[src/rtl/serial_mmio.sv]
// Serial window MMIO responder: CTRL/DATA/STATUS registers, TX and RX byte FIFOs,
// UART transmit start handshake and level interrupt.
module serial_mmio #(
   parameter int unsigned TX_AW     = 4,
   parameter int unsigned RX_AW     = 4,
   parameter int unsigned BUSY_WAIT = 8
) (
   input  logic        clk,
   input  logic        rst,
   input  logic        ce_i,
   input  logic        we_i,
   input  logic [3:0]  addr_i,
   input  logic [31:0] data_i,
   output logic [31:0] data_o,
   input  logic        rx_valid_i,
   input  logic [7:0]  rx_data_i,
   input  logic        tx_busy_i,
   output logic        tx_start_o,
   output logic [7:0]  tx_data_o,
   output logic        int_o
);

   localparam int unsigned TX_DEPTH = 1 << TX_AW;
   localparam int unsigned RX_DEPTH = 1 << RX_AW;
   localparam int unsigned TPW      = TX_AW + 1;
   localparam int unsigned RPW      = RX_AW + 1;
   localparam int unsigned CW       = $clog2(BUSY_WAIT) + 1;

   typedef enum logic [1:0] {
      ST_IDLE,
      ST_ARM,
      ST_DRAIN
   } tx_state_e;

   tx_state_e        state_q, state_d;
   logic [CW-1:0]    cnt_q, cnt_d;
   logic             tx_start_q, tx_start_d;
   logic [7:0]       tx_data_q, tx_data_d;
   logic [TPW-1:0]   tx_wptr_q, tx_rptr_q;
   logic [RPW-1:0]   rx_wptr_q, rx_rptr_q;
   logic [7:0]       tx_mem_q [TX_DEPTH];
   logic [7:0]       rx_mem_q [RX_DEPTH];
   logic             ie_q, rx_ovr_q, tx_ovr_q, int_q;

   logic rd_c, wr_c, sel_ctrl_c, sel_data_c, sel_stat_c;
   logic tx_empty_c, tx_full_c, rx_empty_c, rx_full_c;
   logic tx_pop_c, tx_push_c, tx_ovr_set_c;
   logic rx_pop_c, rx_push_c, rx_ovr_set_c;
   logic [7:0]  rx_head_c;
   logic [31:0] status_c;
   logic        unused_c;

   assign unused_c = ^data_i[31:8];

   assign rd_c       = ce_i & ~we_i;
   assign wr_c       = ce_i & we_i;
   assign sel_ctrl_c = (addr_i == 4'h4);
   assign sel_data_c = (addr_i == 4'h8);
   assign sel_stat_c = (addr_i == 4'hC);

   // Full when pointers differ only in the extra MSB
   assign tx_empty_c = (tx_wptr_q == tx_rptr_q);
   assign tx_full_c  = ((tx_wptr_q ^ tx_rptr_q) == {1'b1, {TX_AW{1'b0}}});
   assign rx_empty_c = (rx_wptr_q == rx_rptr_q);
   assign rx_full_c  = ((rx_wptr_q ^ rx_rptr_q) == {1'b1, {RX_AW{1'b0}}});

   // A pop in the same cycle frees a slot, so the store/push is accepted
   assign tx_push_c    = wr_c & sel_data_c & (~tx_full_c | tx_pop_c);
   assign tx_ovr_set_c = wr_c & sel_data_c & tx_full_c & ~tx_pop_c;
   assign rx_pop_c     = rd_c & sel_data_c & ~rx_empty_c;
   assign rx_push_c    = rx_valid_i & (~rx_full_c | rx_pop_c);
   assign rx_ovr_set_c = rx_valid_i & rx_full_c & ~rx_pop_c;

   assign rx_head_c = rx_mem_q[rx_rptr_q[RX_AW-1:0]];
   assign status_c  = {28'h0, tx_ovr_q, rx_ovr_q, ~rx_empty_c, ~tx_full_c};

   // Load data mux
   always_comb begin
      data_o = 32'h0;
      if (rd_c) begin
         if (sel_ctrl_c)      data_o = {31'h0, ie_q};
         else if (sel_data_c) data_o = rx_empty_c ? 32'h0 : {24'h0, rx_head_c};
         else if (sel_stat_c) data_o = status_c;
      end
   end

   // TX FSM next-state and registered output values
   always_comb begin
      state_d    = state_q;
      cnt_d      = cnt_q;
      tx_pop_c   = 1'b0;
      tx_start_d = 1'b0;
      tx_data_d  = tx_data_q;
      case (state_q)
         ST_IDLE: begin
            if (~tx_empty_c & ~tx_busy_i) begin
               tx_pop_c   = 1'b1;
               tx_start_d = 1'b1;
               tx_data_d  = tx_mem_q[tx_rptr_q[TX_AW-1:0]];
               cnt_d      = CW'(0);
               state_d    = ST_ARM;
            end
         end
         ST_ARM: begin
            if (tx_busy_i || (cnt_q == CW'(BUSY_WAIT - 1))) state_d = ST_DRAIN;
            else                                            cnt_d   = cnt_q + CW'(1);
         end
         ST_DRAIN: begin
            if (~tx_busy_i) state_d = ST_IDLE;
         end
         default: state_d = ST_IDLE;
      endcase
   end

   always_ff @(posedge clk or posedge rst) begin
      if (rst) begin
         state_q    <= ST_IDLE;
         cnt_q      <= CW'(0);
         tx_start_q <= 1'b0;
         tx_data_q  <= 8'h0;
      end else begin
         state_q    <= state_d;
         cnt_q      <= cnt_d;
         tx_start_q <= tx_start_d;
         tx_data_q  <= tx_data_d;
      end
   end

   // Pointers, control and sticky flags; set beats STATUS clear
   always_ff @(posedge clk or posedge rst) begin
      if (rst) begin
         tx_wptr_q <= TPW'(0);
         tx_rptr_q <= TPW'(0);
         rx_wptr_q <= RPW'(0);
         rx_rptr_q <= RPW'(0);
         ie_q      <= 1'b1;
         rx_ovr_q  <= 1'b0;
         tx_ovr_q  <= 1'b0;
         int_q     <= 1'b0;
      end else begin
         if (tx_push_c) tx_wptr_q <= tx_wptr_q + TPW'(1);
         if (tx_pop_c)  tx_rptr_q <= tx_rptr_q + TPW'(1);
         if (rx_push_c) rx_wptr_q <= rx_wptr_q + RPW'(1);
         if (rx_pop_c)  rx_rptr_q <= rx_rptr_q + RPW'(1);
         if (wr_c & sel_ctrl_c) ie_q <= data_i[0];
         if (rx_ovr_set_c)              rx_ovr_q <= 1'b1;
         else if (rd_c & sel_stat_c)    rx_ovr_q <= 1'b0;
         if (tx_ovr_set_c)              tx_ovr_q <= 1'b1;
         else if (rd_c & sel_stat_c)    tx_ovr_q <= 1'b0;
         int_q <= ie_q & ~rx_empty_c;
      end
   end

   always_ff @(posedge clk) begin
      if (tx_push_c) tx_mem_q[tx_wptr_q[TX_AW-1:0]] <= data_i[7:0];
      if (rx_push_c) rx_mem_q[rx_wptr_q[RX_AW-1:0]] <= rx_data_i;
   end

   assign tx_start_o = tx_start_q;
   assign tx_data_o  = tx_data_q;
   assign int_o      = int_q;

endmodule

[config.mk]
export PLATFORM = sky130hd
export DESIGN_NAME = serial_mmio
export DESIGN_NICKNAME = d
export VERILOG_FILES = /design/src/rtl/serial_mmio.sv
export SDC_FILE = /design/constraint.sdc
export NUM_CORES = 1
export LEC_CHECK = 0
export BUFFER_PORTS_ARGS = -buffer_cell sky130_fd_sc_hd__buf_2
export CORE_UTILIZATION = 40
export CTS_BUF_LIST = sky130_fd_sc_hd__clkbuf_4
export DETAILED_ROUTE_END_ITERATION = 12
export GPL_TIMING_DRIVEN = 1
export RECOVER_POWER = 100
export SLEW_MARGIN = 40
export SYNTH_ARGS = -nofsm -noshare
export SYNTH_HDL_FRONTEND = slang
export SYNTH_SLANG_ARGS = --single-unit
export TNS_END_PERCENT = 20
[constraint.sdc]
create_clock -name clk -period 5.6 [get_ports clk]
set_input_delay 0.28 -clock clk [delete_from_list [all_inputs] [get_ports clk]]
set_output_delay 0.28 -clock clk [all_outputs]
set_load 0.03 [all_outputs]
==> run_results.csv, run 1 <==
group,metric,value,unit
outcome,status,"complete, but fails checks",
outcome,violations,"max-capacitance violations, max-slew violations",
global_route,grt_pass1_wl,36000,microns
synthesis,synth.most_common_cell,"edfxtp_1",
floorplanning,initial_utilization,40.9,%
global_route,grt.total_usage,15.4,%
route,postRouteAntennaNets,0,
setup_path,endpoint_kind,"primary output",
final_layout,layout-drive-gt1-share,25.4,%
timing,slew_headroom,-44.1,%
timing,max_freq,234,MHz
timing,fin_skew,72.3,ps
synthesis,yosysWarnings,0,
timing,grt_setup_unrepaired,"no",
timing,fin_tns_setup,0,ps
cts,h-tree-depth,3,
synthesis,synth_compound_area_share,2.35,%
hold_path,min_from,"we_i",
final_layout,final_util,46.3,%
global_route,grt_overflow,0,
route,drc_errors,0,
synthesis,async_flop_share,13.2,%
synthesis,synth-main-ff-cell,"edfxtp_1",
setup_path,critPathLaunchType,"flip-flop",
synthesis,synth_area_leaders,"edfxtp_1 63%, mux4_2 9.9%, dfrtp_1 7.8%",
timing,setup_violations,0,
route,vias,6248,
cts,path_clk_slew,60,ps
floorplanning,io_pins,92,
route,dr.pass1.iters,4,
synthesis,yosysSeqAreaShare,70.8,%
floorplanning,dieArea,0.0313,sq mm
cts,tritoncts,"built",
synthesis,synthSimpleGateAreaFrac,5.30,%
setup_path,critPathRequiredTime,5320,ps
route,routed_wl,23100,microns
cts,root_buffer,"clkbuf_4",
synthesis,synthXorXnorAreaFrac,2.07,%
synthesis,netlist_instances,668,
cts,clock_path_buffers,3,
synthesis,synth.top_cell.area_share,62.8,%
timing,tightest_slew,2160,ps
synthesis,muxShareOfSynthArea,14.6,%
timing,hold_violations,0,
setup_path,criticalPathCategory,"reg -> out",
setup_path,crit_path_max_fanout,28,
route,vias_per_cell,5.10,
place,placed_cells,1077,
synthesis,synthAdderAreaFrac,1.13,%
route,drtIter0Drc,389,
cts,clkLatencyLatePin,690,ps
floorplanning,rows,63,
setup_path,path_cells,"clkbuf_1 > xor2_1 > nor4_4 > a21oi_1 > or3_1 > buf_2",
synthesis,ys_ff_latch,295,
floorplanning,die_x,177,microns
synthesis,syn-cell-area,0.0122,sq mm
synthesis,synth_edf_count,256,
global_route,grt_max_degree,40,
setup_path,path_buf_inv,2,
global_route,antenna_found_initial,1,
synthesis,synth_common_cells,"256 x edfxtp_1, 54 x mux4_2, 39 x nand2_1, 38 x dfrtp_1, 30 x buf_4",
timing,min_period,4270,ps
hold_path,holdCritPathClass,"in -> reg",
setup_path,crit_family,"buffers and inverters",
power,p_leak,4.85,nW
setup_path,crit_path_start,"tx_rptr_q[1]",
synthesis,yosys.area.top_type,"edfxtp_1",
place,place_congestion,0.762,
setup_path,arrival,3990,ps
synthesis,synth_top_family_by_area,"multiplexers",
floorplanning,coreArea,0.0299,sq mm
synthesis,ys_types,45,
cts,ctsHoldBuffers,21,
final_layout,synthToLayoutAreaGrowth,13.2,%
place,port_buffers,43,
cts,cts_setup_buffers,0,
floorplanning,die_h,177,microns
final_layout,finalNonFillerCells,1226,
global_route,grt_pass1_vias,6492,
place,hpwl,14100,microns
power,power_density,445,mW/mm^2
cts,ctsResizeCount,0,
setup_path,critPathMaxStageDelay,1540,ps
timing,slew_viol_final,69,
power,ir_worst_vdd,0.212,mV
cts,cts.sinks,295,
cts,cts_made_buffers,77,
synthesis,syn_area_per_cell,18.3,sq um
setup_path,r2r-start,"tx_rptr_q[1]",
final_layout,layout.nets,848,
job,cap_viol_max_count,2,
timing,period_share,76.2,%
setup_path,crit_slowest_cell,"clkbuf_1",
route,wl_per_cell,18.8,microns
state kept, by name, indices dropped and copies added, names as in the netlist, 4 cells and up:
register	cells
rx_mem_q	128
tx_wptr_q	5
tx_rptr_q	5
rx_wptr_q	5
tx_mem_q	128
tx_data_o	8
cnt_q	4
rx_rptr_q	5
power by group:
group,switching (W),internal [W],leakage [nW]
sequential,0.000176,0.00259,2.80
clock,0.000848,0.00106,0.592
combinational,0.000815,0.000667,1.46
total,0.00184,0.00432,4.85
worst paths after layout:
path                                       end  slack, ps  cells after the start
worst min register to register    tx_data_o[7]        470                      2
worst max-delay path                 data_o[0]       1330                      6
worst min-delay path                      ie_q        120                      4
worst max register to register  tx_mem_q[3][4]       1550                      6
max in group asynchronous         rx_wptr_q[4]       3450                      4
min in group asynchronous         rx_wptr_q[1]        900                      4
layout by cell type (no fill, tap or decap), types with 12 or more instances in the layout:
| cell | n |
|---|---|
| xnor2_1 | 15 |
| conb_1 | 24 |
| dfrtp_1 | 38 |
| o21ai_0 | 21 |
| nand2_1 | 39 |
| mux2i_1 | 23 |
| mux4_2 | 54 |
| xor2_1 | 12 |
| mux2_2 | 12 |
| and3_1 | 24 |
| clkbuf_1 | 37 |
| buf_2 | 12 |
| edfxtp_1 | 256 |
| clkbuf_4 | 105 |
| inv_1 | 13 |
| dlygate4sd3_1 | 21 |
per-layer routing:
metal,vias to the layer above,wire [microns],track usage (%)
met5,-,0,0
met4,0,477,6.25
met3,47,1120,3.54
met2,190,11800,26.3
met1,3147,9710,18.9
li1,2864,-,-
tightest hold or removal path, stage by stage:
cell	delay [ps]
buf_2	110
inv_1	70
or2_2	110
mux2_2	140
through the flow:
step / power, W / cell area, sq um / hold WS [ps] / worst slack (ps)
4_1_cts: 0.00627 / 13900 / 67.3 / 1980
2_1_floorplan: 0.00401 / 12300 / 379 / 3260
6_report: 0.00616 / 13800 / 119 / 1330
5_1_grt: 0.00649 / 13800 / 98.9 / 935
3_5_place_dp: 0.00434 / 12700 / 419 / 2700
3_3_place_gp: 0.00429 / 12700 / 420 / 2230
cell type report:
type                            instances  area [sq um]
Clock inverter                         22           216
Fill cell                            2577         16000
Clock buffer                          105           788
Tap cell                              390           488
Timing Repair Buffer                   75           447
Inverter                               14          52.6
Multi-Input combinational cell        324          3190
Antenna cell                            1          2.50
Sequential cell                       295          8660
kinds of logic (layout without fill, tap and decap cells):
group | Yosys count | in the layout
and+or+nand+nor | 118 | 118
DFF | 295 | 295
buffers and inverters | 72 | 216
xor gates and xnor gates | 28 | 28
muxes | 97 | 97
adders and majority gates | 11 | 11
AOI/OAI and AO/OA | 46 | 46
other | 1 | 25
(Power assumes the default switching activity.)
==> run 2: changes to the inputs <==
==> constraint.sdc (replaced) <==
create_clock -name clk -period 3.4 [get_ports clk]
set_input_delay 0.17 -clock clk [delete_from_list [all_inputs] [get_ports clk]]
set_output_delay 0.17 -clock clk [all_outputs]
set_load 0.03 [all_outputs]
==> run 2 against run 1 <==
The flow still finishes with violations (max-capacitance violations, max-slew violations). Die area is the same. Register-to-register slack worse by 1100 ps. Global-route usage up 0.29 points. First-iteration DRC count rose by 5.9%. Total power is 67% higher. Worst setup slack got worse by 1100 ps. Clock skew down 7.6 ps. Critical endpoint unchanged. Largest power group unchanged. Highest routed layer unchanged.
==> run_results.csv, run 2 (synthesis results as in run 1) <==
group,metric,value,unit
final_layout,layout-drive-gt1-share,25.9,%
timing,grt_setup_unrepaired,"no",
route,vias_per_cell,5.05,
timing,slew_headroom,-46.7,%
final_layout,layout.nets,862,
floorplanning,io_pins,92,
cts,tritoncts,"built",
final_layout,final_common_cell,"edfxtp_1",
setup_path,crit_path_max_fanout,12,
floorplanning,dieArea,0.0313,sq mm
setup_path,critPathRequiredTime,3230,ps
power,clkPwrFrac,31.3,%
global_route,grt_max_degree,40,
place,hpwl,14500,microns
cts,cts.sinks,295,
route,routed_wl,23500,microns
global_route,grt_pass1_vias,6728,
timing,setup_violations,0,
cts,cts_made_buffers,77,
floorplanning,coreArea,0.0299,sq mm
floorplanning,rows,63,
power,finalPower,0.0103,W
power,ir_worst_vdd,0.365,mV
timing,slew_viol_final,40,
route,drc_errors,0,
cts,clkLatencyLatePin,680,ps
setup_path,rr_endpoint,"tx_mem_q[3][3]",
setup_path,r2r-start,"tx_rptr_q[3]",
power,power.switching,0.00307,W
timing,hold-worst-slack,268,ps
cts,root_buffer,"clkbuf_4",
place,place_congestion,0.770,
cts,path_clk_slew,70,ps
setup_path,r2r_setup_slack,420,ps
route,postRouteAntennaNets,0,
timing,fin_tns_setup,0,ps
power,intPower,0.00719,W
route,drtIter0Drc,412,
setup_path,arrival,3010,ps
cts,h-tree-depth,3,
job,cap_viol_max_count,1,
hold_path,whs_path_depth,5,
place,port_buffers,43,
power,power_density,732,mW/mm^2
timing,hold_violations,0,
power,pwr-share-seq,44.2,%
floorplanning,initial_utilization,40.9,%
setup_path,criticalPathCategory,"reg -> out",
setup_path,critPathLaunchType,"flip-flop",
place,place_ws,745,ps
timing,max_freq,314,MHz
hold_path,min_from,"addr_i[0]",
power,pwr-share-comb,24.5,%
route,dr.pass1.iters,5,
timing,fin_skew,64.8,ps
setup_path,endpoint_kind,"primary output",
route,vias,6283,
hold_path,holdPathEnd,"rx_ovr_q",
timing,min_period,3180,ps
global_route,antenna_found_initial,1,
timing,period_share,93.6,%
cts,clock_path_buffers,3,
outcome,status,"complete, but fails checks",
power,p_leak,4.92,nW
timing,tightest_slew,2200,ps
timing,setup_slack,217,ps
global_route,grt_overflow,0,
route,wl_per_cell,18.9,microns
hold_path,holdCritPathClass,"in -> reg",
global_route,grt_pass1_wl,36700,microns
final_layout,layout_common_cells,"256 x edfxtp_1, 109 x clkbuf_4, 54 x mux4_2",
cts,cts_setup_buffers,0,
outcome,violations,"max-capacitance violations, max-slew violations",
floorplanning,die_h,177,microns
floorplanning,die_x,177,microns
final_layout,synthToLayoutAreaGrowth,14.5,%
global_route,grt.total_usage,15.7,%
setup_path,r2r_cells,8,
power,sw_frac_of_total,29.9,%
==> run 2: final cells by class <==
type | instances | area [sq um]
antenna | 1 | 2.50
clock buffer | 108 | 811
clock inverter | 24 | 230
fill | 2606 | 15900
inverter | 14 | 52.6
multi-input combinational | 324 | 3190
sequential | 295 | 8670
tap | 390 | 488
timing repair buffer | 89 | 567
==> run 2: power by group through the flow <==
stage | clock (W) | sequential (W) | combinational, W
6_report | 0.00321 | 0.00453 | 0.00251
5_1_grt | 0.00350 | 0.00457 | 0.00273
4_1_cts | 0.00332 | 0.00453 | 0.00262
3_5_place_dp | 0 | 0.00461 | 0.00259
3_3_place_gp | 0 | 0.00459 | 0.00254
2_1_floorplan | 0 | 0.00457 | 0.00203
==> run 2: repair_timing <==
item,4_1_cts,5_1_grt
hold buffers,27,0
hold endpoints to repair,307,0
gates resized for setup,0,0
==> run 2: how the worst max path moves through the flow <==
stage	start	endpoint	slack, ps
after floorplan	rx_rptr_q[2]	rx_mem_q[2][0]	1060
after global placement	rx_rptr_q[1]	data_o[0]	820
after detailed placement	rx_rptr_q[3]	rx_mem_q[15][7]	740
after CTS	rx_rptr_q[1]	data_o[0]	110
after global routing	rx_rptr_q[1]	data_o[0]	10
final	rx_rptr_q[1]	data_o[0]	220
==> run 2: routing by layer <==
metal  vias up  global-route usage (%)  routed length, microns
met5         -                       0                       0
met4         0                    6.11                     423
met3        42                    3.50                    1040
met2       180                    27.8                   12500
met1      3179                    18.6                    9580
li1       2882                       -                       -
==> run 2: worst max-delay path: stages (launching register included) <==
cell,delay [ps]
dfrtp_1,730
mux4_1,630
mux2i_1,210
nand2_1,70
and3_1,200
or3_1,320
buf_2,190
==> run 2: metrics by stage <==
step | util, % | std cells | area [sq um]
after floorplan | - | 691 | 12300
after global placement | 42.8 | 1085 | 12800
after detailed placement | 42.8 | 1085 | 12800
after CTS | 47.2 | 1244 | 14100
after global routing | 46.9 | 1245 | 14000
final | 46.9 | 1245 | 14000
==> run 3: changes to the inputs <==
==> constraint.sdc (replaced) <==
create_clock -name clk -period 3.4 [get_ports clk]
set_input_delay 0.17 -clock clk [delete_from_list [all_inputs] [get_ports clk]]
set_output_delay 0.17 -clock clk [all_outputs]
set_load 0.02 [all_outputs]
==> run 3 against run 2 <==
Sequential share of layout area is 0.57 points higher. Sequential power increased by 0.9%. Non-clock buffer count decreased by 1. Core utilization decreased by 0.43 points. Largest cell class unchanged. Routed wire length rose by 0.35%. Combinational power is 4% lower. The run still ends with max-capacitance violations, max-slew violations left.
==> run_results.csv, run 3 (synthesis results as in run 1) <==
group,metric,value,unit
outcome,status,"complete, but fails checks",
outcome,violations,"max-capacitance violations, max-slew violations",
setup_path,arrival,2940,ps
job,cap_viol_max_count,1,
timing,period_share,91.5,%
route,wl_met1,9820,microns
setup_path,criticalPathCategory,"reg -> out",
power,ir_worst_vdd,0.374,mV
route,vias,6244,
route,drc_errors,0,
timing,grt_setup_unrepaired,"no",
floorplanning,dieArea,0.0313,sq mm
timing,min_period,3110,ps
setup_path,r2r_cells,7,
floorplanning,io_pins,92,
timing,hold-worst-slack,269,ps
setup_path,crit_path_max_fanout,9,
final_layout,final_common_cell,"edfxtp_1",
place,port_buffers,43,
setup_path,endpoint_kind,"primary output",
timing,slew_viol_final,40,
hold_path,whs_path_depth,5,
cts,h-tree-depth,3,
floorplanning,die_x,177,microns
timing,tightest_slew,2110,ps
floorplanning,die_h,177,microns
hold_path,holdCritPathClass,"in -> reg",
route,dr_wl_met3,1360,microns
power,finalPower,0.00987,W
place,hpwl,14500,microns
floorplanning,initial_utilization,40.9,%
power,power_density,712,mW/mm^2
timing,slew_headroom,-41.0,%
cts,cts_made_buffers,75,
timing,max_freq,321,MHz
cts,cts.sinks,295,
global_route,grt_max_degree,40,
global_route,antenna_found_initial,1,
global_route,grt_pass1_wl,36700,microns
route,wl_met2,12000,microns
cts,tritoncts,"built",
setup_path,critPathLaunchType,"flip-flop",
final_layout,layout-drive-gt1-share,24.8,%
final_layout,n_fill_cell,2594,
timing,fin_skew,72.0,ps
power,p_leak,4.85,nW
timing,setup_violations,0,
route,dr.pass1.iters,6,
setup_path,r2r_setup_slack,520,ps
cts,clock_path_buffers,3,
place,place_congestion,0.760,
floorplanning,coreArea,0.0299,sq mm
timing,setup_slack,289,ps
route,drtIter0Drc,451,
route,routed_wl,23600,microns
global_route,grt_overflow,0,
final_layout,synthToLayoutAreaGrowth,13.4,%
final_layout,regArea,0.00867,sq mm
route,wl_per_cell,19.0,microns
global_route,grt.total_usage,15.9,%
route,highest_layer,"met4",
setup_path,critPathRequiredTime,3230,ps
place,place_ws,854,ps
cts,path_clk_slew,60,ps
floorplanning,rows,63,
cts,root_buffer,"clkbuf_4",
global_route,grt_pass1_vias,6542,
timing,hold_violations,0,
hold_path,holdPathEnd,"rx_ovr_q",
cts,clkLatencyLatePin,690,ps
setup_path,r2r-start,"tx_rptr_q[0]",
final_layout,layout.nets,859,
final_layout,layout_common_cells,"256 x edfxtp_1, 110 x clkbuf_4, 54 x mux4_2",
hold_path,min_from,"addr_i[1]",
cts,ctsResizeCount,0,
route,postRouteAntennaNets,0,
timing,fin_tns_setup,0,ps
setup_path,rr_endpoint,"tx_mem_q[3][0]",
final_layout,multi_input_area,0.00319,sq mm
route,vias_per_cell,5.01,
[run 3: timing repair]
item                       in CTS  in global routing
hold endpoints to repair      306                  0
buffers inserted                0                  0
hold buffers                   26                  0
setup endpoints to repair       0                  0
[run 3: layout make-up]
cell class	count	area share (%)
sequential	295	62.4
multi-input combinational	324	23.0
clock buffer	110	5.95
timing repair buffer	88	3.90
tap	390	3.52
clock inverter	24	0.820
inverter	14	0.379
antenna	1	0.0180
[run 3: worst max-delay path by stage]
stage,start,endpoint,slack [ps],cells after the start
after floorplan,rx_rptr_q[2],rx_mem_q[2][0],1060,7
after detailed placement,rx_rptr_q[0],rx_mem_q[15][4],850,5
after global placement,tx_rptr_q[0],tx_rptr_q[4],910,6
after global routing,tx_rptr_q[0],data_o[0],120,5
final,rx_rptr_q[1],data_o[0],290,6
after CTS,rx_rptr_q[1],data_o[0],180,6
[run 3: metrics by stage]
stage	util (%)	instance area, sq um	instances
detailed placement	42.8	12800	1085
CTS	46.8	14000	1245
floorplan	-	12300	691
global route	46.5	13900	1246
global placement	42.8	12800	1085
finish	46.5	13900	1246
[run 3: report_power, final]
part,leakage (nW),internal (W),switching (W),total [W]
clock network,0.557,0.00150,0.00139,0.00289
registers,2.80,0.00427,0.000304,0.00457
logic,1.50,0.00111,0.00129,0.00241
[run 3: worst max-delay path: stages (launching register included)]
cell	delay (ps)
dfrtp_1	640
mux4_1	620
mux2i_1	240
nand2_1	80
and3_1	160
or3_1	320
clkbuf_1	180
[run 3: layer usage]
layer	vias up	GRT usage, %
li1	2885	-
met3	36	3.76
met2	182	26.5
met4	0	6.32
met5	-	0
met1	3141	19.9
